[src/rtl/irq_ctrl_pkg.sv]
// irq_ctrl_pkg: register offsets, FSM encoding and constants for irq_ctrl
package irq_ctrl_pkg;
    localparam logic [7:0] IRQ_OFS_PEND = 8'd0;
    localparam logic [7:0] IRQ_OFS_MASK = 8'd1;
    localparam logic [7:0] IRQ_OFS_VEC  = 8'd2;
    localparam logic [7:0] IRQ_OFS_EOI  = 8'd3;
    localparam logic [7:0] IRQ_OFS_EDGE = 8'd4;
    localparam logic [7:0] IRQ_VEC_NONE = 8'hFF;
    typedef enum logic [1:0] {IRQ_ST_IDLE, IRQ_ST_REQ, IRQ_ST_SERV} irq_st_e;
endpackage

[src/rtl/irq_prio_enc.sv]
// irq_prio_enc: fixed-priority encoder, bit 0 wins
module irq_prio_enc #(
    parameter int N_SRC = 8
) (
    input  logic [N_SRC-1:0] req_ip,
    output logic             any_op,
    output logic [2:0]       id_op
);
    // scan from the top down so the lowest set bit is the last to land
    always_comb begin
        id_op = 3'd0;
        for (int i = N_SRC - 1; i >= 0; i--)
            if (req_ip[i]) id_op = 3'(i);
        any_op = |req_ip;
    end
endmodule

[src/rtl/irq_ctrl.sv]
// irq_ctrl: 8-source interrupt controller with mask, priority and ack/EOI; edge mode under IRQ_CTRL_EDGE_EN
module irq_ctrl
    import irq_ctrl_pkg::*;
#(
    parameter int         N_SRC     = 8,
    parameter logic [7:0] BASE_ADDR = 8'hF0
) (
    input  logic             clk_ip,
    input  logic             reset_ip,
    input  logic [N_SRC-1:0] src_ip,
    input  logic [7:0]       addr_ip,
    input  logic [7:0]       wdata_ip,
    input  logic             we_ip,
    input  logic             re_ip,
    output logic [7:0]       rdata_op,
    output logic             irq_op
);
    localparam logic [7:0] VM = 8'((16'd1 << N_SRC) - 16'd1);

    logic [7:0] src_x, src_r, pend, pend_nxt, mask, edge_mode, act;
    logic [2:0] cur_id, enc_id;
    logic       enc_any, ack, eoi;
    logic       sel_pend, sel_mask, sel_vec, sel_eoi, sel_edge;
    irq_st_e    state, state_nxt;

    assign sel_pend = addr_ip == 8'(BASE_ADDR + IRQ_OFS_PEND);
    assign sel_mask = addr_ip == 8'(BASE_ADDR + IRQ_OFS_MASK);
    assign sel_vec  = addr_ip == 8'(BASE_ADDR + IRQ_OFS_VEC);
    assign sel_eoi  = addr_ip == 8'(BASE_ADDR + IRQ_OFS_EOI);
    assign sel_edge = addr_ip == 8'(BASE_ADDR + IRQ_OFS_EDGE);
    assign ack      = state == IRQ_ST_REQ && re_ip && sel_vec;
    assign eoi      = state == IRQ_ST_SERV && we_ip && sel_eoi;
    assign act      = pend & mask;

    // widen sources to the 8-bit register width, unused bits zero
    always_comb begin
        src_x = 8'h00;
        src_x[N_SRC-1:0] = src_ip;
    end

    irq_prio_enc #(.N_SRC(N_SRC)) u_enc (
        .req_ip (act[N_SRC-1:0]),
        .any_op (enc_any),
        .id_op  (enc_id)
    );

`ifdef IRQ_CTRL_EDGE_EN
    logic [7:0] src_prev, clr;

    // previous synchronised source sample for rising-edge detection
    always_ff @(posedge clk_ip)
        src_prev <= reset_ip ? 8'h00 : src_r;

    // per-source trigger mode register
    always_ff @(posedge clk_ip)
        edge_mode <= reset_ip ? 8'h00 : (we_ip && sel_edge) ? wdata_ip & VM : edge_mode;

    assign clr      = ((we_ip && sel_pend) ? wdata_ip : 8'h00) | (ack ? 8'h01 << cur_id : 8'h00);
    assign pend_nxt = (edge_mode & ((pend & ~clr) | (src_r & ~src_prev))) | (~edge_mode & src_r);
`else
    assign edge_mode = 8'h00;
    assign pend_nxt  = src_r;
`endif

    // source sync stage, pending and mask registers
    always_ff @(posedge clk_ip) begin
        src_r <= reset_ip ? 8'h00 : src_x;
        pend  <= reset_ip ? 8'h00 : pend_nxt & VM;
        mask  <= reset_ip ? 8'h00 : (we_ip && sel_mask) ? wdata_ip & VM : mask;
    end

    // FSM state register, registered request and vector id tracking until acknowledge
    always_ff @(posedge clk_ip) begin
        if (reset_ip) begin
            state  <= IRQ_ST_IDLE;
            irq_op <= 1'b0;
            cur_id <= 3'd0;
        end else begin
            state  <= state_nxt;
            irq_op <= state_nxt == IRQ_ST_REQ;
            cur_id <= (state != IRQ_ST_SERV && !ack && enc_any) ? enc_id : cur_id;
        end
    end

    // next state: request on any active source, acknowledge via VEC read, end via EOI
    always_comb begin
        state_nxt = state;
        state_nxt = (state == IRQ_ST_IDLE) ? (enc_any ? IRQ_ST_REQ : IRQ_ST_IDLE) :
                    (state == IRQ_ST_REQ)  ? (ack ? IRQ_ST_SERV : enc_any ? IRQ_ST_REQ : IRQ_ST_IDLE) :
                    (eoi ? IRQ_ST_IDLE : IRQ_ST_SERV);
    end

    // combinational read mux, reflects state before the current edge
    always_comb begin
        rdata_op = 8'h00;
        rdata_op = sel_pend ? pend :
                   sel_mask ? mask :
                   sel_vec  ? ((state == IRQ_ST_IDLE) ? IRQ_VEC_NONE : {5'b0, cur_id}) :
                   sel_edge ? edge_mode : 8'h00;
    end
endmodule
[config.mk]
export PLATFORM = sky130hd
export DESIGN_NAME = irq_ctrl
export DESIGN_NICKNAME = d
export VERILOG_FILES = /design/src/rtl/irq_ctrl_pkg.sv /design/src/rtl/irq_prio_enc.sv /design/src/rtl/irq_ctrl.sv
export SDC_FILE = /design/constraint.sdc
export NUM_CORES = 1
export LEC_CHECK = 0
export BUFFER_PORTS_ARGS = -buffer_cell sky130_fd_sc_hd__buf_2
export CAP_MARGIN = 20
export CORE_ASPECT_RATIO = 0.9
export CORE_UTILIZATION = 54
export DETAILED_ROUTE_END_ITERATION = 16
export GPL_TIMING_DRIVEN = 1
export PLACE_DENSITY = 0.81
export SYNTH_ARGS = -nofsm -noshare
export SYNTH_HDL_FRONTEND = slang
export SYNTH_SLANG_ARGS = --single-unit
[constraint.sdc]
create_clock -name clk_ip -period 4.4 [get_ports clk_ip]
set_input_delay 0.22 -clock clk_ip [delete_from_list [all_inputs] [get_ports clk_ip]]
set_output_delay 0.22 -clock clk_ip [all_outputs]
set_load 0.01 [all_outputs]
Word level (Yosys, flattened, before mapping). Cells that the tools add are included.

Multiplexer cells: 17. Bitwise logic cells: 1. Reductions and logical operators: 10. Eq/ne operators: 8.

Operators by type and width (number): == test 8 bit, second input constant (4); 2-to-1 mux 8 bit (4); 2-to-1 mux 3 bit (8); bitwise AND 8 bit (1); 2-to-1 mux 2 bit (4); OR reduction 8 bit (1); logical AND 1 bit (7); == test 2 x 1 -> 1 bit, second input constant (2); == test 2 bit, second input constant (1); logical NOT 2 bit (1); inequality test 2 bit, second input constant (1); logical NOT 1 bit (1); 2-to-1 mux 1 bit (1).

Register bits: 30.

Logic depth before layout (Yosys ltp).
Word-level depth: 9. Depth in mapped cells: 5. Mapped depth without buffers: 4.

Hierarchy. From an unflattened synthesis, not the netlist that was laid out.

Cells, all modules: 154. Area, all modules: 1365.1 µm².

Modules (own cells, without submodules): irq_ctrl (seq. area each 600.6 µm², times used 1, cells an instance 141, area an instance 1283.7 µm²); irq_prio_enc (seq. area each 0.0 µm², times used 1, cells an instance 13, area an instance 81.3 µm²).

Worst setup path before layout. Ideal clock, no wire load.

Path kind: flip-flop to flip-flop. Start: register pend[3]. End: register cur_id[1]. Data arrival time: 1.366 ns. Stages on the path, launching flop included: 5. Period minus slack after synthesis: 1.487 ns. Path slack: 2.913 ns. Required time: 4.279 ns. Cells stage by stage: dfxtp_1 -> a22o_2 -> nor4_4 -> or3_4 -> mux2_4.

Longest elaborated chain between the ends: 5. Elaborated cells between the ends (all ways): 7. Classes of those cells: mux: 4; bitwise: 1; reduce/logical: 2.

Ends and longest elaborated chain: start: declaration (RTL line irq_ctrl.sv:20) `logic [7:0] src_x, src_r, pend, pend_nxt, mask, edge_mode, act;`; start signal: assignment (RTL line irq_ctrl.sv:68) `pend <= reset_ip ? 8'h00 : pend_nxt & VM;`; bitwise AND 8 bit * (RTL line irq_ctrl.sv:33) `assign act = pend & mask;`; 2-to-1 mux 3 bit (4 in series) (RTL line irq_prio_enc.sv:13) `if (req_ip[i]) id_op = 3'(i);`; end signal: assignment (RTL line irq_ctrl.sv:81) `cur_id <= (state != IRQ_ST_SERV && !ack && enc_any) ? enc_id : cur_id;`; end: declaration (RTL line irq_ctrl.sv:21) `logic [2:0] cur_id, enc_id;`.

Every way passes the cells marked *; elsewhere a longest branch is shown, timed or not. A chain may end at the register's enable or synchronous reset.

Final worst setup path.
Start: register state[1]. End: output rdata_op[6].

Longest elaborated chain between the ends: 5.

Ends and longest elaborated chain: start: declaration (RTL line irq_ctrl.sv:24) `irq_st_e state, state_nxt;`; start signal: assignment (RTL line irq_ctrl.sv:79) `state <= state_nxt;`; logical NOT 2 bit (RTL line irq_ctrl.sv:98) `sel_vec ? ((state == IRQ_ST_IDLE) ? IRQ_VEC_NONE : {5'b0, cur_id}) :`; 2-to-1 mux 8 bit (2 in series) (RTL line irq_ctrl.sv:98); 2-to-1 mux 8 bit (RTL line irq_ctrl.sv:97) `sel_mask ? mask :`; 2-to-1 mux 8 bit (RTL line irq_ctrl.sv:96) `rdata_op = sel_pend ? pend :`; end: declaration (RTL line irq_ctrl.sv:15) `output logic [7:0] rdata_op,`.

No other way between the ends.

==> results by group <==
Run
  • Total of max-cap violations: 0

Setup path
  • R2R Path Start: mask[3]
  • Crit-path cells: nor3b_1, a21oi_1, a2bb2oi_1, nor2_1, buf_2
  • CP endpoint kind: output pin
  • Worst-case reg-to-reg path depth: 4
  • CP Data Arrival Time: 1740 ps
  • Startpoint types: flip-flop
  • CP peak stage delay: 540 ps
  • Setup CP Type: reg -> out
  • CP Max Fanout: 7
  • Worst Path Required: 4180 ps
  • RR Endpoint: cur_id[1]
  • Slowest CP cell: nor3b_1
  • Reg2Reg Setup Slack: about 2800 ps

Status
  • Status: finished clean

Min path
  • Hold path startpoint: src_ip[2]
  • Hold Crit Class: in -> reg
  • Hold endpoint: pend_nxt[2]
  • Depth of the worst hold-timing path: 2

Power and ir drop
  • Sequential Power Share: roughly 52%
  • PD cells: 340.8 nW/µm²
  • Switching power: 0.1106 mW
  • Power Internal: 0.4293 mW
  • Combinational Power Share: around 7%
  • Leak: 0.6478 nW
  • Clock share of power: between 40% and 50%
  • Switching part of the total: between 20% and 30%
  • Maximum vdd ir drop: 0.0004013 V

Synth
  • Top-area cell type share of the netlist area: 45.50%
  • Post-Synth Adder-Cell Area: 0%
  • Cells after Synth: 139
  • Most frequent cell after synthesis: dfxtp_1
  • Async S/R FF share, synth: 0%
  • Most frequent cells after synthesis: dfxtp_1 (30), nor2b_1 (18), nor2_1 (17), a21oi_1 (9), nand2_1 (9)
  • Sequential area share after synthesis: 45.50%
  • Compound-gate portion of the synthesized area: 16.97%
  • Syn_area_per_cell: around 9.5 µm²
  • Synth cell types: 33
  • Post-synth design cell area: 1320 µm²
  • Mapped Nets: approximately 170
  • Fraction of synthesized area in multiplexers: 7.204%
  • Simple-Gate Fraction of Synth Area: between 20% and 30%
  • Seq cells post-synth: 30
  • Post-synth EDFFs: 0
  • Post-synthesis xor/xnor area fraction: 0%
  • Post-synth top area cell: dfxtp_1
  • Synth Flop Type: dfxtp_1
  • Synth area leaders: dfxtp_1 (45%), nor2b_1 (8.5%), mux2i_1 (6.1%), nor2_1 (4.8%), a21oi_1 (3.4%)
  • Ys Warns: 0
  • Largest family of logic cells by synthesized area: simple AND/OR/NAND/NOR gates

STA
  • Worst Clk Skew: 3.455 ps
  • Pins Over Slew Limit: 0
  • Min cycle time layout: 1959 ps
  • Hold Slack: 96.83 ps
  • Worst rel slew slack: 60.42%
  • RSZ-0062 raised after global routing: false
  • Total Neg Setup Slack: 0 ps
  • Final hold violations: 0
  • Worst-Margin Slew: roughly 600 ps
  • Final setup fails: 0
  • Period utilization: ~45%
  • Fmax achieved: 510.5 MHz
  • Setup WS post-layout: about 2400 ps

Global routing
  • Grt ovf: 0
  • Vias in the first global route: 1048
  • Initial antenna violation count: 0
  • Total Routing Usage GR: a little under a quarter
  • First-pass GRT wire length: 4450 µm
  • Largest net degree at the start of global routing: 31

Placed design
  • DP Area: 1503 µm²
  • Pre-CTS setup slack: between 2000 and 3000 ps
  • Post-DP HPWL: 1995 µm
  • Port Buf Inserts: 36
  • GP Congestion: 0.9027

Clock tree
  • CTS tree: built
  • H-tree Lvls: 2
  • Number of post-CTS setup repair buffers: 0
  • Num CTS Buffers: 5
  • CTS Sinks: 30
  • Clk_lat worst skew: 320 ps
  • Max Buffers Root-to-Sink: 2
  • Root cell of the clock tree: clkbuf_4
  • CTS clk-pin slew, worst paths: 90 ps
  • # resized after CTS: 0
  • Hold Buf Count CTS: 0

Routing
  • Router iterations before antenna repair: 4
  • DRC violations left: 0
  • Via count: 1158
  • Drt wl/cell: 13.56 µm
  • Drt total wl: 2753 µm
  • ANT nets after route: 0
  • Drt via density: 5.704
  • DR iter-0 viols: 37

Die
  • Core Region: between 2000 and 2500 µm²
  • Initial Util: about 59%
  • Die width: between 50 and 60 µm
  • Io pins: 37
  • Full die area: between 2000 and 3000 µm²
  • Site Rows: 16
  • Die span in y: 48.91 µm

Cells and area
  • Share of cells above drive strength 1: 30.68%
  • N_diodes: 0
  • Area Overhead vs Synth: 20.00%
  • Final nets: ~200
  • Fin area: 1584 µm²
==> power groups by stage <==
| stage | sequential (mW) | combinational [mW] | clock, mW |
|---|---|---|---|
| after global routing | 0.283 | 0.0413 | 0.242 |
| final | 0.282 | 0.0377 | 0.221 |
| after CTS | 0.282 | 0.0374 | 0.229 |
| after detailed placement | 0.288 | 0.0373 | 0 |
| after global placement | 0.288 | 0.0358 | 0 |
| after floorplan | 0.287 | 0.0233 | 0 |
==> cells by family after synthesis <==
logic type | count (synthesis)
buffers and inverters | 10
AOI/OAI and AO/OA | 30
muxes | 9
DFF | 30
and+or+nand+nor | 60
==> worst max-delay path by stage <==
stage                          start          end  slack [ps]  cells after the start
after global placement    addr_ip[0]  rdata_op[2]        2810                      6
after floorplan              pend[3]    cur_id[1]        2910                      4
after detailed placement  addr_ip[0]  rdata_op[2]        2800                      6
after global routing        state[1]  rdata_op[6]        2300                      5
final                       state[1]  rdata_op[6]        2440                      5
after CTS                   state[1]  rdata_op[6]        2480                      5
==> flip-flops by register name, indices dropped and copies added (netlist names) <==
name / flops
irq_op: 1
state: 2
pend: 8
cur_id: 3
mask: 8
pend_nxt: 8
==> critical path, delay by kind of cell, from the launching register on <==
| kind | cells | cell delay, ps |
|---|---|---|
| compound gates | 2 | 250 |
| buf+inv | 1 | 140 |
| flops | 1 | 380 |
| simple gates | 2 | 650 |
==> cell usage in the layout, fill, tap and decap left out, drive strengths merged <==
master	netlist	layout
clkbuf	4	6
or3	1	1
or2	2	2
a211oi	1	1
o311ai	1	1
a31oi	2	2
o221ai	3	3
nor3b	1	1
buf	2	36
nand4b	1	1
mux2i	8	8
nand3b	2	2
a2bb2oi	5	5
o21ai	1	1
a32o	2	2
nor4	5	5
nand2	9	9
nand4	1	1
a21oi	9	9
inv	4	4
dfxtp	30	30
bufinv	0	1
mux2	1	1
and3	1	1
nor2b	18	18
nor2	17	17
o31ai	2	2
nor3	2	2
a22o	4	4
==> final cells by class <==
class | count | area (µm²)
clock buffer | 6 | 51.30
clock inverter | 1 | 30.03
fill | 190 | 658.1
inverter | 4 | 15.01
multi-input combinational | 99 | 673.1
sequential | 30 | 600.6
tap | 27 | 33.78
timing repair buffer | 36 | 180.2
==> stage by stage <==
| step | cells | utilization, % | total power, mW |
|---|---|---|---|
| 2_1_floorplan | 139 | - | 0.3101 |
| 3_3_place_gp | 196 | 67.02 | 0.3234 |
| 3_5_place_dp | 196 | 67.02 | 0.3252 |
| 4_1_cts | 203 | 70.65 | 0.5477 |
| 5_1_grt | 203 | 70.65 | 0.5658 |
| 6_report | 203 | 70.65 | 0.5399 |
==> per-layer routing <==
layer	vias to the layer above	track usage, %	wire length (µm)
met1	527	28.88	1271
met2	56	34.77	1221
met5	-	0	0
met4	0	9.829	23
li1	571	-	-
met3	4	9.346	237
Power figures use the tool's default switching activity.
